===== config.mk =====
export PLATFORM = sky130hd
export DESIGN_NAME = serial_subtractor_flat
export DESIGN_NICKNAME = d
export VERILOG_FILES = /design/src/rtl/serial_subtractor_if.sv /design/src/rtl/serial_subtractor.sv /design/src/flat_wrapper.sv
export SDC_FILE = /design/constraint.sdc
export NUM_CORES = 1
export LEC_CHECK = 0
export ABC_CLOCK_PERIOD_IN_PS = 1790
export BUFFER_PORTS_ARGS = -buffer_cell sky130_fd_sc_hd__buf_2
export CAP_MARGIN = 20
export CELL_PAD_IN_SITES_DETAIL_PLACEMENT = 0
export CELL_PAD_IN_SITES_GLOBAL_PLACEMENT = 1
export CORE_AREA = 3 3 65 67
export DETAILED_ROUTE_END_ITERATION = 10
export DIE_AREA = 0 0 68 70
export HOLD_SLACK_MARGIN = 0.1
export PLACE_DENSITY_LB_ADDON = 0.3
export SYNTH_ARGS = -nofsm -noshare
export SYNTH_HDL_FRONTEND = slang
export SYNTH_SLANG_ARGS = --single-unit

===== constraint.sdc =====
create_clock -name clk -period 1.79 [get_ports clk]
set_input_delay 0.179 -clock clk [delete_from_list [all_inputs] [get_ports clk]]
set_output_delay 0.179 -clock clk [all_outputs]
set_load 0.005 [all_outputs]

===== src/rtl/serial_subtractor_if.sv =====
`default_nettype none
// ============================================================================
// Module      : serial_subtractor_if
// Description : Handshake and operand/result bundle for serial_subtractor.
//               The overflow signal exists only when SERIAL_SUB_OVF_EN is
//               defined.
// Revision    : 1.0 - initial release
// ============================================================================
interface serial_subtractor_if #(
  parameter int WIDTH = 8
);
  logic             start;
  logic [WIDTH-1:0] a;
  logic [WIDTH-1:0] b;
  logic             ready;
  logic             busy;
  logic             done;
  logic [WIDTH-1:0] diff;
  logic             borrow;
`ifdef SERIAL_SUB_OVF_EN
  logic             overflow;
`endif

  // Requester side: issues operands and observes status/results
  modport master (
    output start, a, b,
    input  ready, busy, done, diff, borrow
`ifdef SERIAL_SUB_OVF_EN
    , input overflow
`endif
  );

  // Subtractor side
  modport slave (
    input  start, a, b,
    output ready, busy, done, diff, borrow
`ifdef SERIAL_SUB_OVF_EN
    , output overflow
`endif
  );
endinterface
`default_nettype wire


===== src/rtl/serial_subtractor.sv =====
`default_nettype none
// ============================================================================
// Module      : serial_subtractor
// Description : Bit-serial unsigned subtractor, LSB first, one bit per clock.
//               diff = a - b mod 2^WIDTH, borrow = (a < b).
//               Optional signed overflow flag: define SERIAL_SUB_OVF_EN.
// Revision    : 1.0 - initial release
// ============================================================================
module serial_subtractor #(
  parameter int WIDTH = 8
) (
  input  wire logic          clk,
  input  wire logic          reset,
  serial_subtractor_if.slave bus
);

  localparam int CW = $clog2(WIDTH);
  localparam logic [CW-1:0] C_LAST_BIT = CW'(WIDTH - 1);

  typedef enum logic [1:0] {
    S_IDLE  = 2'd0,
    S_SHIFT = 2'd1,
    S_DONE  = 2'd2
  } state_t;

  state_t           state_q, state_d;
  logic [CW-1:0]    cnt_q, cnt_d;
  logic [WIDTH-1:0] a_sr_q, a_sr_d;
  logic [WIDTH-1:0] b_sr_q, b_sr_d;
  logic [WIDTH-1:0] diff_q, diff_d;
  logic             borrow_q, borrow_d;
  logic             ready_q, ready_d;
  logic             busy_q, busy_d;
  logic             done_q, done_d;
`ifdef SERIAL_SUB_OVF_EN
  logic             a_msb_q, a_msb_d;
  logic             b_msb_q, b_msb_d;
  logic             overflow_q, overflow_d;
`endif

  // One full-subtractor cell fed from the operand shift registers
  logic w_ai, w_bi, w_d, w_bout;
  assign w_ai   = a_sr_q[0];
  assign w_bi   = b_sr_q[0];
  assign w_d    = w_ai ^ w_bi ^ borrow_q;
  assign w_bout = (~w_ai & w_bi) | (~(w_ai ^ w_bi) & borrow_q);

  // Next-state, datapath and registered-output decode
  always_comb begin
    state_d  = state_q;
    cnt_d    = cnt_q;
    a_sr_d   = a_sr_q;
    b_sr_d   = b_sr_q;
    diff_d   = diff_q;
    borrow_d = borrow_q;
`ifdef SERIAL_SUB_OVF_EN
    a_msb_d    = a_msb_q;
    b_msb_d    = b_msb_q;
    overflow_d = overflow_q;
`endif
    case (state_q)
      S_IDLE: begin
        if (bus.start) begin
          state_d  = S_SHIFT;
          cnt_d    = '0;
          a_sr_d   = bus.a;
          b_sr_d   = bus.b;
          borrow_d = 1'b0;
`ifdef SERIAL_SUB_OVF_EN
          a_msb_d  = bus.a[WIDTH-1];
          b_msb_d  = bus.b[WIDTH-1];
`endif
        end
      end
      S_SHIFT: begin
        a_sr_d   = a_sr_q >> 1;
        b_sr_d   = b_sr_q >> 1;
        diff_d   = {w_d, diff_q[WIDTH-1:1]};
        borrow_d = w_bout;
        cnt_d    = cnt_q + CW'(1);
        if (cnt_q == C_LAST_BIT) begin
          state_d = S_DONE;
`ifdef SERIAL_SUB_OVF_EN
          // w_d is the result MSB on the final bit-cycle
          overflow_d = (a_msb_q != b_msb_q) && (w_d != a_msb_q);
`endif
        end
      end
      S_DONE: begin
        state_d = S_IDLE;
      end
      default: begin
        state_d = S_IDLE;
      end
    endcase
    ready_d = (state_d == S_IDLE);
    busy_d  = (state_d == S_SHIFT);
    done_d  = (state_d == S_DONE);
  end

  // State and output registers with asynchronous clear
  always_ff @(posedge clk or posedge reset) begin
    if (reset) begin
      state_q  <= S_IDLE;
      cnt_q    <= '0;
      a_sr_q   <= '0;
      b_sr_q   <= '0;
      diff_q   <= '0;
      borrow_q <= 1'b0;
      ready_q  <= 1'b1;
      busy_q   <= 1'b0;
      done_q   <= 1'b0;
`ifdef SERIAL_SUB_OVF_EN
      a_msb_q    <= 1'b0;
      b_msb_q    <= 1'b0;
      overflow_q <= 1'b0;
`endif
    end else begin
      state_q  <= state_d;
      cnt_q    <= cnt_d;
      a_sr_q   <= a_sr_d;
      b_sr_q   <= b_sr_d;
      diff_q   <= diff_d;
      borrow_q <= borrow_d;
      ready_q  <= ready_d;
      busy_q   <= busy_d;
      done_q   <= done_d;
`ifdef SERIAL_SUB_OVF_EN
      a_msb_q    <= a_msb_d;
      b_msb_q    <= b_msb_d;
      overflow_q <= overflow_d;
`endif
    end
  end

  assign bus.ready  = ready_q;
  assign bus.busy   = busy_q;
  assign bus.done   = done_q;
  assign bus.diff   = diff_q;
  assign bus.borrow = borrow_q;
`ifdef SERIAL_SUB_OVF_EN
  assign bus.overflow = overflow_q;
`endif

endmodule
`default_nettype wire

===== src/flat_wrapper.sv =====
// flat-port wrapper written by rule: the top's interface ports become plain ports
module serial_subtractor_flat 
#(
  parameter int WIDTH = 8
)
  (clk, reset, bus_start, bus_a, bus_b, bus_ready, bus_busy, bus_done, bus_diff, bus_borrow);
  serial_subtractor_if #(.WIDTH(WIDTH)) bus_i ();
  input  wire logic clk;
  input  wire logic reset;
  input wire logic [$bits(bus_i.start)-1:0] bus_start;
  input wire logic [$bits(bus_i.a)-1:0] bus_a;
  input wire logic [$bits(bus_i.b)-1:0] bus_b;
  output wire logic [$bits(bus_i.ready)-1:0] bus_ready;
  output wire logic [$bits(bus_i.busy)-1:0] bus_busy;
  output wire logic [$bits(bus_i.done)-1:0] bus_done;
  output wire logic [$bits(bus_i.diff)-1:0] bus_diff;
  output wire logic [$bits(bus_i.borrow)-1:0] bus_borrow;
  assign bus_i.start = bus_start;
  assign bus_i.a = bus_a;
  assign bus_i.b = bus_b;
  assign bus_ready = bus_i.ready;
  assign bus_busy = bus_i.busy;
  assign bus_done = bus_i.done;
  assign bus_diff = bus_i.diff;
  assign bus_borrow = bus_i.borrow;
  serial_subtractor #(.WIDTH(WIDTH)) u_core (.clk(clk), .reset(reset), .bus(bus_i));
endmodule

After elaboration in Yosys (flattened, before gate mapping)
Cells that the tools add are included.
{"block": "totals", "reg_bits": 33, "latch_bits": 0, "mem_count": 0, "input_bits": 19, "mem_bits_rw": 0, "mem_bits_ro": 0}
{"block": "op_classes", "reduce_logical": 4, "addsub": 1, "order_cmp": 0, "n_bitwise": 7, "n_div": 0, "mul": 0, "shifts": 0, "n_eq_ne": 5, "muxes": 11}
{"cell": "case mux 8 bit (2 select lines)", "count": 2}
{"cell": "two-way mux 8 bit", "count": 2}
{"cell": "case mux 3 bit (2 select lines)", "count": 1}
{"cell": "== test 2 x 1 -> 1 bit (second input constant)", "count": 2}
{"cell": "zero test 2 bit", "count": 2}
{"cell": "two-way mux 2 bit", "count": 2}
{"cell": "case mux 2 bit (2 select lines)", "count": 1}
{"cell": "adder 3 x 1 -> 3 bit (second input constant)", "count": 1}
{"cell": "== test 3 bit (second input constant)", "count": 1}
{"cell": "two-way mux 3 bit", "count": 1}
{"cell": "bitwise AND 1 bit", "count": 2}
{"cell": "== test 2 bit (second input constant)", "count": 1}
{"cell": "inequality test 2 bit (second input constant)", "count": 1}
{"cell": "inverter 1 bit", "count": 2}
{"cell": "case mux 1 bit (2 select lines)", "count": 1}
{"cell": "AND reduction 2 bit", "count": 1}
{"cell": "nonzero test 2 bit", "count": 1}
{"cell": "bitwise XOR 1 bit", "count": 2}
{"cell": "two-way mux 1 bit", "count": 1}
{"cell": "OR 1 bit", "count": 1}

Depth between registers and ports, before layout
Gate-level depths: netlist (run 1).
{"block": "depth", "depth_word": 5, "ltp_mapped": 7, "mapped_depth_nobuf": 5}

Worst setup path before layout (run 1)
OpenSTA, ideal clock, no wires.
{"block": "synth_path", "path_type": "flip-flop to flip-flop", "startpoint": "register u_core.state_q[0]", "endpoint": "register u_core.a_sr_q[1]", "required_ns": 1.669, "stages_incl_launch_ff": 7, "arrival_time_ns": 1.147, "path_buffers": 3, "setup_slack_ns": 0.521, "synth_period_minus_slack_ns": 1.269, "path_cell_list": "dfrtp_1 > buf_6 > nand2b_4 > buf_6 > buf_6 > a2bb2oi_1 > o22a_1"}
{"block": "synth_between", "elab_chain_cells": 3, "word_cells_on_any_way": 6}
{"item": "start, declared", "line": "serial_subtractor.sv:26", "rtl": "state_t state_q, state_d;"}
{"item": "start signal, assigned", "line": "serial_subtractor.sv:119", "rtl": "state_q <= state_d;"}
{"item": "== test 2 x 1 -> 1 bit or zero test 2 bit (tied branches)", "line": "serial_subtractor.sv:61", "rtl": "case (state_q)"}
{"item": "nonzero test 2 bit (no line) or inequality test 2 bit (tied branches)"}
{"item": "AND reduction 2 bit (no line)"}
{"item": "end signal, assigned", "line": "serial_subtractor.sv:121", "rtl": "a_sr_q <= a_sr_d;"}
{"item": "end, declared", "line": "serial_subtractor.sv:28", "rtl": "logic [WIDTH-1:0] a_sr_q, a_sr_d;"}
Several ways; a longest one is shown, not always the timed one.
A chain may end at the register's enable or synchronous reset.

Worst setup path in the final report (run 1)
{"block": "layout_path", "startpoint": "register u_core.state_q[0]", "endpoint": "register u_core.b_sr_q[2]"}
{"block": "layout_between", "elab_chain_cells": 3, "word_cells_on_any_way": 6}
{"item": "== test 2 x 1 -> 1 bit or zero test 2 bit (tied branches)", "line": "serial_subtractor.sv:61"}
{"item": "nonzero test 2 bit (no line) or inequality test 2 bit (tied branches)"}
{"item": "AND reduction 2 bit (no line)"}
{"item": "end signal, assigned", "line": "serial_subtractor.sv:122", "rtl": "b_sr_q <= b_sr_d;"}
{"item": "end, declared", "line": "serial_subtractor.sv:29", "rtl": "logic [WIDTH-1:0] b_sr_q, b_sr_d;"}
Several ways; a longest one is shown, not always the timed one.

==> results of run 1 <==
[layout by cell type (no fill, tap or decap)]
cell type / synthesis / routed
nand2b_1: 1 / 1
a211oi_1: 5 / 5
buf_2: 4 / 30
o311ai_1: 1 / 1
nor2_2: 1 / 1
nor2b_1: 2 / 2
a21oi_1: 3 / 3
dlygate4sd3_1: 0 / 1
inv_1: 12 / 12
o22a_1: 7 / 7
o22ai_1: 1 / 1
clkbuf_8: 0 / 7
a22o_1: 2 / 2
ha_1: 2 / 2
dfrtp_1: 32 / 32
nor3_1: 7 / 7
and2_1: 2 / 2
o21ai_0: 1 / 1
nand2_1: 27 / 27
dfstp_2: 1 / 1
buf_4: 0 / 6
nor3b_1: 5 / 5
nor2_8: 1 / 1
nand2b_4: 1 / 1
inv_2: 1 / 1
clkinv_2: 0 / 1
fa_1: 1 / 1
o32ai_1: 3 / 3
a2bb2oi_1: 7 / 7
[state kept, by name, summed over array words and instances (netlist names)]
signal,cells
u_core.bus.done,1
u_core.bus.diff,8
u_core.b_sr_q,8
u_core.cnt_q,3
u_core.a_sr_q,8
u_core.state_q,2
u_core.bus.ready,1
u_core.bus.borrow,1
u_core.bus.busy,1
[kinds of logic (layout without fill, tap and decap cells)]
logic type                 after synthesis  count (layout)
AOI/OAI and AO/OA                       30              30
buffers and inverters                   23              58
and+or+nand+nor                         47              47
adders and majority gates                3               3
DFF                                     33              33
[area by class of cell]
class | count | area, sq um | area share (%)
sequential | 33 | 827 | 46.7
multi-input combinational | 80 | 529 | 29.9
timing repair buffer | 37 | 205 | 11.6
clock buffer | 7 | 96.3 | 5.44
tap | 48 | 60.1 | 3.39
inverter | 13 | 48.8 | 2.75
clock inverter | 1 | 5.00 | 0.282
[stage by stage]
stage / cells / cell area (sq um) / utilization, % / power (uW)
finish: 219 / 1770 / 48.0 / 2980
global route: 219 / 1770 / 48.0 / 3240
CTS: 219 / 1770 / 48.0 / 3040
detailed placement: 210 / 1660 / 45.0 / 2430
global placement: 210 / 1660 / 45.0 / 2370
floorplan: 136 / 1480 / - / 2090
[worst max-delay path, cell delays in order (launching register included)]
cell and delay (ps):
dfrtp_1 570, nor2_2 140, nor2_8 190, inv_2 140, a211oi_1 240
[power by group through the flow]
stage                     Sequential [uW]  Combinational (uW)  Clock, uW
after detailed placement             1310                1120          0
after global placement               1290                1090          0
after global routing                 1340                1260        653
final                                1290                1090        603
after CTS                            1290                1120        628
after floorplan                      1250                 847          0
[worst max path at each step]
stage,start,depth (start not counted),end
floorplan,u_core.state_q[0],6,u_core.a_sr_q[1]
global placement,u_core.state_q[0],4,u_core.a_sr_q[5]
detailed placement,u_core.state_q[0],4,u_core.a_sr_q[3]
CTS,u_core.state_q[0],4,u_core.b_sr_q[2]
global route,u_core.state_q[0],4,u_core.b_sr_q[4]
finish,u_core.state_q[0],4,u_core.b_sr_q[2]
[timing repair]
| item | CTS | global route |
|---|---|---|
| hold buffers | 1 | 0 |
| setup endpoints to repair | 0 | 0 |
| hold endpoints to repair | 32 | 0 |
[layer usage]
layer,track usage (%),share of wire (%)
met5,0,0
met3,4.18,5.7
met4,4.64,1.5
met2,20.7,47
met1,17.0,46
==> impl_metrics.csv, run 1 <==
group,metric,value,unit
run_status,status,"complete, no violations",
finish,drive_above_1_share,28.7,%
floorplanning,rows,22,
clock_network,clock_latency,280,ps
synth,ys_types,27,
synth,ys_seq_area_share,56.0,%
sta,finalSetupViolCount,0,
synth,synth_area,1480,sq um
pwr,intPower,1970,uW
critical_path,cp.arrival,1560,ps
critical_path,r2r-end,"u_core.b_sr_q[2]",
floorplanning,initial_core_util,40.1,%
pwr,power_switching_share,34.0,%
synth,synth_area_per_cell,10.9,sq um
synth,synthTopCellsByCount,"32 x dfrtp_1, 27 x nand2_1, 12 x inv_1",
finish,insertedDiodeCount,0,
route,post-route-drc-count,0,
sta,worstMarginPinSlew,438,ps
placed_design,dp_worst_setup_slack,395,ps
finish,syn2layout_area_growth,19.9,%
placed_design,dp_hpwl,2050,um
route,via_count,1075,
sta,fin_skew,1.82,ps
clock_network,clk_pin_slew,60,ps
sta,max_freq,0.727,GHz
sta,timing.final.crit_share,76.8,%
synth,synth_xor_area_share,0,%
synth,synth_area_leaders,"dfrtp_1 54%, nand2_1 6.9%, a2bb2oi_1 4.1%, o22a_1 4.1%, buf_6 3.0%",
critical_path,cp-start-kind,"flip-flop",
critical_path,r2r_setup_slack,420,ps
sta,slew_headroom,70.8,%
route,first_pass_iters,4,
synth,synth_edf_count,0,
sta,finalSetupTns,0,ps
global_route,grt_antenna_before_repair,0,
clock_network,tritoncts,"built",
sta,worst_slack,415,ps
clock_network,postCtsSetupBuffers,0,
clock_network,cts-root-buf,"clkbuf_8",
synth,yosysMostFrequentCell,"dfrtp_1",
global_route,grt_pass1_wl,4920,um
sta,hold_slack,153,ps
clock_network,clock_sinks,33,
sta,hold_viol,0,
synth,synth_compound_area_share,16.2,%
clock_network,cts_buffers,5,
sta,drv_slew,0,
global_route,grt_max_degree,34,
clock_network,h-tree-depth,2,
pwr,clkPwrFrac,20.2,%
critical_path,crit_type,"flip-flop to flip-flop",
floorplanning,core_area,3690,sq um
placed_design,io_buffers,30,
pwr,power.leakage,0.000889,uW
critical_path,end_kind,"flip-flop",
floorplanning,die_w,68,um
synth,synth_seq_cells,33,
finish,nNetsFinal,192,
hold_path,hold_path_startpoint,"bus_a[7]",
sta,rsz0062_at_grt,"no",
route,ant_nets,0,
pwr,p_seq_share,43.3,%
hold_path,hold_path_end,"u_core.a_sr_q[7]",
global_route,grt.overflow.total,0,
critical_path,rr_startpoint,"u_core.state_q[0]",
global_route,grtUsageTotal,13.3,%
synth,yosys.area.top_type,"dfrtp_1",
clock_network,cts_max_path_buffers,2,
route,drtIter0Drc,32,
hold_path,hp-class,"input pin to flip-flop",
synth,synth_top_area_share,54.2,%
placed_design,place_congestion,0.729,
floorplanning,io_pins,31,
pwr,switchingPower,1020,uW
pwr,p_per_area,1680,nW/um^2
synth,synthesis.nets,158,
route,vias_per_cell,4.91,
critical_path,rr_worst_depth,4,
route,wl_per_cell,12.9,um
synth,synth_top_family_by_area,"simple AND/OR/NAND/NOR gates",
hold_path,min_path_cells,3,
synth,yosysWarnings,0,
critical_path,crit_fanout,13,
clock_network,cts_resized,0,
synth,synth_fa_ha_area_share,3.05,%
route,routed_wl,2830,um
pwr,combPwrFrac,36.5,%
sta,fin_crit,1370,ps
synth,synth_ff_type,"dfrtp_1",
finish,fillers,366,
critical_path,critical_path_required,1980,ps
job,maxCapViolCount,0,
synth,postSynth.asyncResetShare,100,%
synth,synthMuxAreaShare,0,%
floorplanning,dieArea,4760,sq um
synth,syn_inst,136,
pwr,ir_drop,629,uV
synth,synth-simple-area-share,16.6,%
floorplanning,dieHeight,70,um
global_route,grt_pass1_vias,1121,
Power figures use the tool's default switching activity.
==> inputs of run 2 (changes only) <==
--- a/config.mk
+++ b/config.mk
@@ -5,14 +5,14 @@
 export SDC_FILE = /design/constraint.sdc
 export NUM_CORES = 1
 export LEC_CHECK = 0
-export ABC_CLOCK_PERIOD_IN_PS = 1790
+export ABC_CLOCK_PERIOD_IN_PS = 1100
 export BUFFER_PORTS_ARGS = -buffer_cell sky130_fd_sc_hd__buf_2
 export CAP_MARGIN = 20
 export CELL_PAD_IN_SITES_DETAIL_PLACEMENT = 0
 export CELL_PAD_IN_SITES_GLOBAL_PLACEMENT = 1
-export CORE_AREA = 3 3 65 67
+export CORE_AREA = 3 3 68 70
 export DETAILED_ROUTE_END_ITERATION = 10
-export DIE_AREA = 0 0 68 70
+export DIE_AREA = 0 0 71 73
 export HOLD_SLACK_MARGIN = 0.1
 export PLACE_DENSITY_LB_ADDON = 0.3
 export SYNTH_ARGS = -nofsm -noshare
==> constraint.sdc (replaced) <==
create_clock -name clk -period 1.1 [get_ports clk]
set_input_delay 0.11 -clock clk [delete_from_list [all_inputs] [get_ports clk]]
set_output_delay 0.11 -clock clk [all_outputs]
set_load 0.005 [all_outputs]
==> impl_metrics.csv, run 2 (same netlist as run 1, synthesis figures left out) <==
group,metric,value,unit
floorplanning,dieHeight,73,um
floorplanning,initial_core_util,36.7,%
global_route,grt_pass1_vias,1223,
pwr,p_per_area,2680,nW/um^2
run_status,status,"finished with violations",
floorplanning,rows,23,
clock_network,h-tree-depth,2,
sta,fin_skew,5.26,ps
clock_network,cts_buffers,5,
global_route,grtUsageTotal,14.6,%
finish,insertedDiodeCount,0,
finish,nNetsFinal,208,
route,routed_wl,3260,um
sta,fin_crit,1130,ps
clock_network,clock_latency,280,ps
job,maxCapViolCount,0,
finish,syn2layout_area_growth,41.0,%
critical_path,rr_startpoint,"u_core.state_q[0]",
placed_design,place_inst,221,
sta,worstMarginPinSlew,252,ps
pwr,power_switching_share,34.2,%
critical_path,critical_path_required,1270,ps
clock_network,clk_pin_slew,70,ps
sta,max_freq,0.882,GHz
clock_network,cts_max_path_buffers,2,
floorplanning,core_area,4030,sq um
placed_design,place_congestion,0.763,
critical_path,cp.arrival,1300,ps
pwr,power.leakage,0.00101,uW
finish,drive_above_1_share,45.5,%
placed_design,dp_hpwl,2250,um
sta,drv_slew,0,
route,ant_nets,0,
sta,timing.final.crit_share,103,%
route,vias_per_cell,4.87,
sta,finalSetupTns,-204,ps
floorplanning,dieArea,5180,sq um
placed_design,io_buffers,30,
pwr,ir_drop,936,uV
clock_network,tritoncts,"built",
finish,final_core_util,51.7,%
floorplanning,io_pins,31,
pwr,clkPwrFrac,17.7,%
sta,slew_headroom,83.0,%
critical_path,end_kind,"flip-flop",
finish,final_cell_mix,"31 x dfrtp_1, 30 x buf_2, 25 x nand2_1",
route,via_count,1154,
critical_path,cp-start-kind,"flip-flop",
route,post-route-drc-count,0,
finish,fillers,383,
pwr,switchingPower,1910,uW
hold_path,hp-class,"input pin to flip-flop",
sta,finalSetupViolCount,10,
critical_path,crit_type,"flip-flop to flip-flop",
global_route,grt_pass1_wl,5730,um
critical_path,startpoint,"u_core.state_q[0]",
global_route,grt.overflow.total,0,
run_status,violations,"negative setup slack",
placed_design,dp_worst_setup_slack,-77.0,ps
finish,fin_cells,237,
pwr,combPwrFrac,44.5,%
route,wl_per_cell,13.7,um
clock_network,clock_sinks,33,
sta,rsz0062_at_grt,"yes",
critical_path,crit_fanout,7,
clock_network,cts-root-buf,"clkbuf_8",
floorplanning,die_w,71,um
hold_path,hold_path_startpoint,"bus_a[5]",
sta,hold_viol,0,
global_route,grt_max_degree,34,
sta,worst_slack,-33.6,ps
global_route,grt_antenna_before_repair,0,
route,drtIter0Drc,10,
pwr,p_seq_share,37.8,%
route,first_pass_iters,4,
pwr,intPower,3680,uW
finish,layout_commonest_cell,"dfrtp_1",
[run 2: cell count changes in the layout (fill, tap and decap cells not counted), sizes merged]
cell         previous run  this run
buf                    36        48
dlygate4sd3             1         4
nand2b                  2         3
[run 2: per-stage QoR]
stage,power (uW),cell area [sq um],hold slack [ps]
global placement,4140,1780,162
finish,5590,2080,159
detailed placement,4220,1780,168
floorplan,3420,1490,238
CTS,5540,2040,159
global route,6080,2080,178
[run 2: what timing repair did]
action | 4_1_cts | 5_1_grt
hold buffers | 4 | 0
cloned | 1 | 1
gates resized for setup | 20 | 12
setup endpoints to repair | 28 | 27
buffers inserted | 2 | 0
hold endpoints to repair | 36 | 0
pin swaps | 3 | 3
[run 2: cell type report]
cell class              instances  area, sq um  area share (%)
flip-flops and latches         33          828            39.8
well taps                      50         62.6            3.00
clock inverters                 1         5.00           0.240
multi-input cells              81          652            31.3
repair buffers                 52          385            18.5
inverters                      13         53.8            2.58
clock buffers                   7         96.3            4.62
[run 2: path summary, 6_finish.rpt]
kind                                      end  slack, ps  depth (start not counted)
min                          u_core.a_sr_q[5]        160                          3
min reg2reg                u_core.bus.diff[0]        470                          2
max                          u_core.b_sr_q[3]        -30                          4
min in group asynchronous    u_core.b_sr_q[7]        400                          4
max in group asynchronous    u_core.bus.ready        450                          4
max reg2reg                  u_core.b_sr_q[3]        -30                          4
[run 2: power groups by stage]
| stage | Combinational (uW) | Clock [uW] | Sequential [uW] |
|---|---|---|---|
| floorplan | 1390 | 0 | 2030 |
| detailed placement | 2130 | 0 | 2090 |
| global route | 2820 | 1070 | 2180 |
| global placement | 2080 | 0 | 2060 |
| finish | 2490 | 990 | 2110 |
| CTS | 2410 | 1030 | 2100 |
[run 2: per-layer routing]
layer,GRT usage (%),part of all wire [%],up-vias,wire length [um]
met3,4.68,5.8,4,189
met1,17.1,46,558,1480
li1,-,-,564,-
met2,24.7,47,28,1520
met4,6.26,1.8,0,60
met5,0,0,-,0
[run 2: critical path, stage by stage (launching register included)]
cell and delay [ps]:
dfrtp_2 460, nor2_4 160, nor2_8 80, buf_12 130, o22a_1 190
==> inputs of run 3 (changes only) <==
--- a/config.mk
+++ b/config.mk
@@ -15,6 +15,7 @@
 export DIE_AREA = 0 0 71 73
 export HOLD_SLACK_MARGIN = 0.1
 export PLACE_DENSITY_LB_ADDON = 0.3
+export RECOVER_POWER = 25
 export SYNTH_ARGS = -nofsm -noshare
 export SYNTH_HDL_FRONTEND = slang
 export SYNTH_SLANG_ARGS = --single-unit
==> impl_metrics.csv, run 3 (same netlist as run 1, synthesis figures left out) <==
group,metric,value,unit
sta,worst_slack,-34.0,ps
sta,fin_crit,1130,ps
critical_path,end_kind,"flip-flop",
pwr,clkPwrFrac,17.7,%
sta,drv_slew,0,
sta,max_freq,0.882,GHz
critical_path,cp-endpoint,"u_core.b_sr_q[3]",
floorplanning,core_area,4030,sq um
finish,fin_cells,237,
sta,slew_headroom,69.5,%
critical_path,r2r_setup_slack,-30,ps
global_route,grt_pass1_wl,5730,um
pwr,intPower,3670,uW
critical_path,rr_startpoint,"u_core.state_q[0]",
global_route,grt_max_degree,34,
finish,layout_commonest_cell,"dfrtp_1",
sta,rsz0062_at_grt,"yes",
clock_network,h-tree-depth,2,
route,routed_wl,3260,um
clock_network,clk_pin_slew,70,ps
finish,fillers,385,
pwr,power_switching_share,34.2,%
clock_network,clock_latency,280,ps
pwr,switchingPower,1910,uW
run_status,status,"finished with violations",
finish,final_core_util,51.4,%
finish,insertedDiodeCount,0,
critical_path,crit_fanout,7,
critical_path,rr_worst_depth,4,
route,vias_per_cell,4.90,
clock_network,cts_max_path_buffers,2,
pwr,power.leakage,0.00101,uW
pwr,combPwrFrac,44.4,%
floorplanning,dieArea,5180,sq um
placed_design,io_buffers,30,
sta,fin_skew,5.33,ps
route,wl_per_cell,13.8,um
hold_path,hp-class,"input pin to flip-flop",
clock_network,cts-root-buf,"clkbuf_8",
floorplanning,io_pins,31,
global_route,grt_antenna_before_repair,0,
pwr,p_per_area,2700,nW/um^2
finish,nNetsFinal,208,
pwr,ir_drop,938,uV
run_status,violations,"negative setup slack",
route,drtIter0Drc,9,
route,via_count,1161,
sta,finalSetupTns,-204,ps
critical_path,crit_type,"flip-flop to flip-flop",
sta,timing.final.crit_share,103,%
finish,final_cell_mix,"31 x dfrtp_1, 30 x buf_2, 25 x nand2_1",
finish,fin_area,2070,sq um
sta,worstMarginPinSlew,458,ps
sta,finalSetupViolCount,10,
placed_design,place_congestion,0.763,
placed_design,place_inst,221,
critical_path,critical_path_required,1270,ps
finish,syn2layout_area_growth,40.1,%
critical_path,r2r-end,"u_core.b_sr_q[3]",
global_route,grt.overflow.total,0,
sta,hold_slack,158,ps
floorplanning,rows,23,
placed_design,place_area,1780,sq um
route,first_pass_iters,4,
sta,hold_viol,0,
critical_path,cp-start-kind,"flip-flop",
floorplanning,die_w,71,um
clock_network,tritoncts,"built",
floorplanning,dieHeight,73,um
clock_network,cts_buffers,5,
job,maxCapViolCount,0,
placed_design,dp_hpwl,2250,um
pwr,p_seq_share,37.8,%
critical_path,startpoint,"u_core.state_q[0]",
finish,drive_above_1_share,45.5,%
global_route,grt_pass1_vias,1223,
critical_path,cp.arrival,1300,ps
route,post-route-drc-count,0,
route,ant_nets,0,
floorplanning,initial_core_util,36.7,%
clock_network,clock_sinks,33,
global_route,grtUsageTotal,14.6,%
run 3: changes by cell type in the layout (fill, tap and decap cells not counted):
| cell | change |
|---|---|
| clkbuf_4 | +1 |
| buf_12 | -1 |
run 3: how the worst min path moves through the flow:
stage                   from  cells after the start            endpoint  slack (ps)
floorplan              reset                      1    u_core.a_sr_q[0]         240
global placement       reset                      3  u_core.bus.diff[7]         160
detailed placement     reset                      3  u_core.bus.diff[6]         170
CTS                 bus_a[5]                      3    u_core.a_sr_q[5]         160
global route        bus_a[5]                      3    u_core.a_sr_q[5]         180
finish              bus_a[5]                      3    u_core.a_sr_q[5]         160
run 3: layout make-up:
type / count / area [sq um] / area share, %
Timing Repair Buffer: 52 / 373 / 18.0
Clock buffer: 7 / 96.3 / 4.65
Clock inverter: 1 / 5.00 / 0.242
Tap cell: 50 / 62.6 / 3.02
Inverter: 13 / 53.8 / 2.60
Multi-Input combinational cell: 81 / 652 / 31.5
Sequential cell: 33 / 828 / 40.0
run 3: what timing repair did:
action,in CTS,in global routing
endpoints found under the setup margin,28,27
pin swaps,3,3
hold buffers,4,0
gates resized for setup,20,12
hold endpoints to repair,36,0
buffers inserted,2,0
cloned,1,1
run 3: layer usage:
layer | vias up | part of all wire, % | wire [um] | track usage [%]
met5 | - | 0 | 0 | 0
met4 | 0 | 1.8 | 60 | 6.26
met3 | 4 | 5.8 | 189 | 4.68
met2 | 28 | 47 | 1530 | 24.7
met1 | 565 | 45 | 1480 | 17.1
li1 | 564 | - | - | -
run 3: worst max-delay path, stage by stage, from the launching register on:
cell and delay, ps:
dfrtp_2 460, nor2_4 160, nor2_8 80, buf_12 130
o22a_1 190
run 3: stage by stage:
step,total power [uW],worst slack [ps]
floorplan,3420,-133
global placement,4140,-71.4
detailed placement,4220,-77.0
CTS,5540,-31.4
global route,6070,-75.2
finish,5590,-34.0
run 3: power groups by stage:
stage / registers (uW) / clock network (uW) / logic (uW)
after detailed placement: 2090 / 0 / 2130
after CTS: 2100 / 1030 / 2410
after global placement: 2060 / 0 / 2080
after floorplan: 2030 / 0 / 1390
final: 2110 / 992 / 2480
after global routing: 2180 / 1070 / 2820
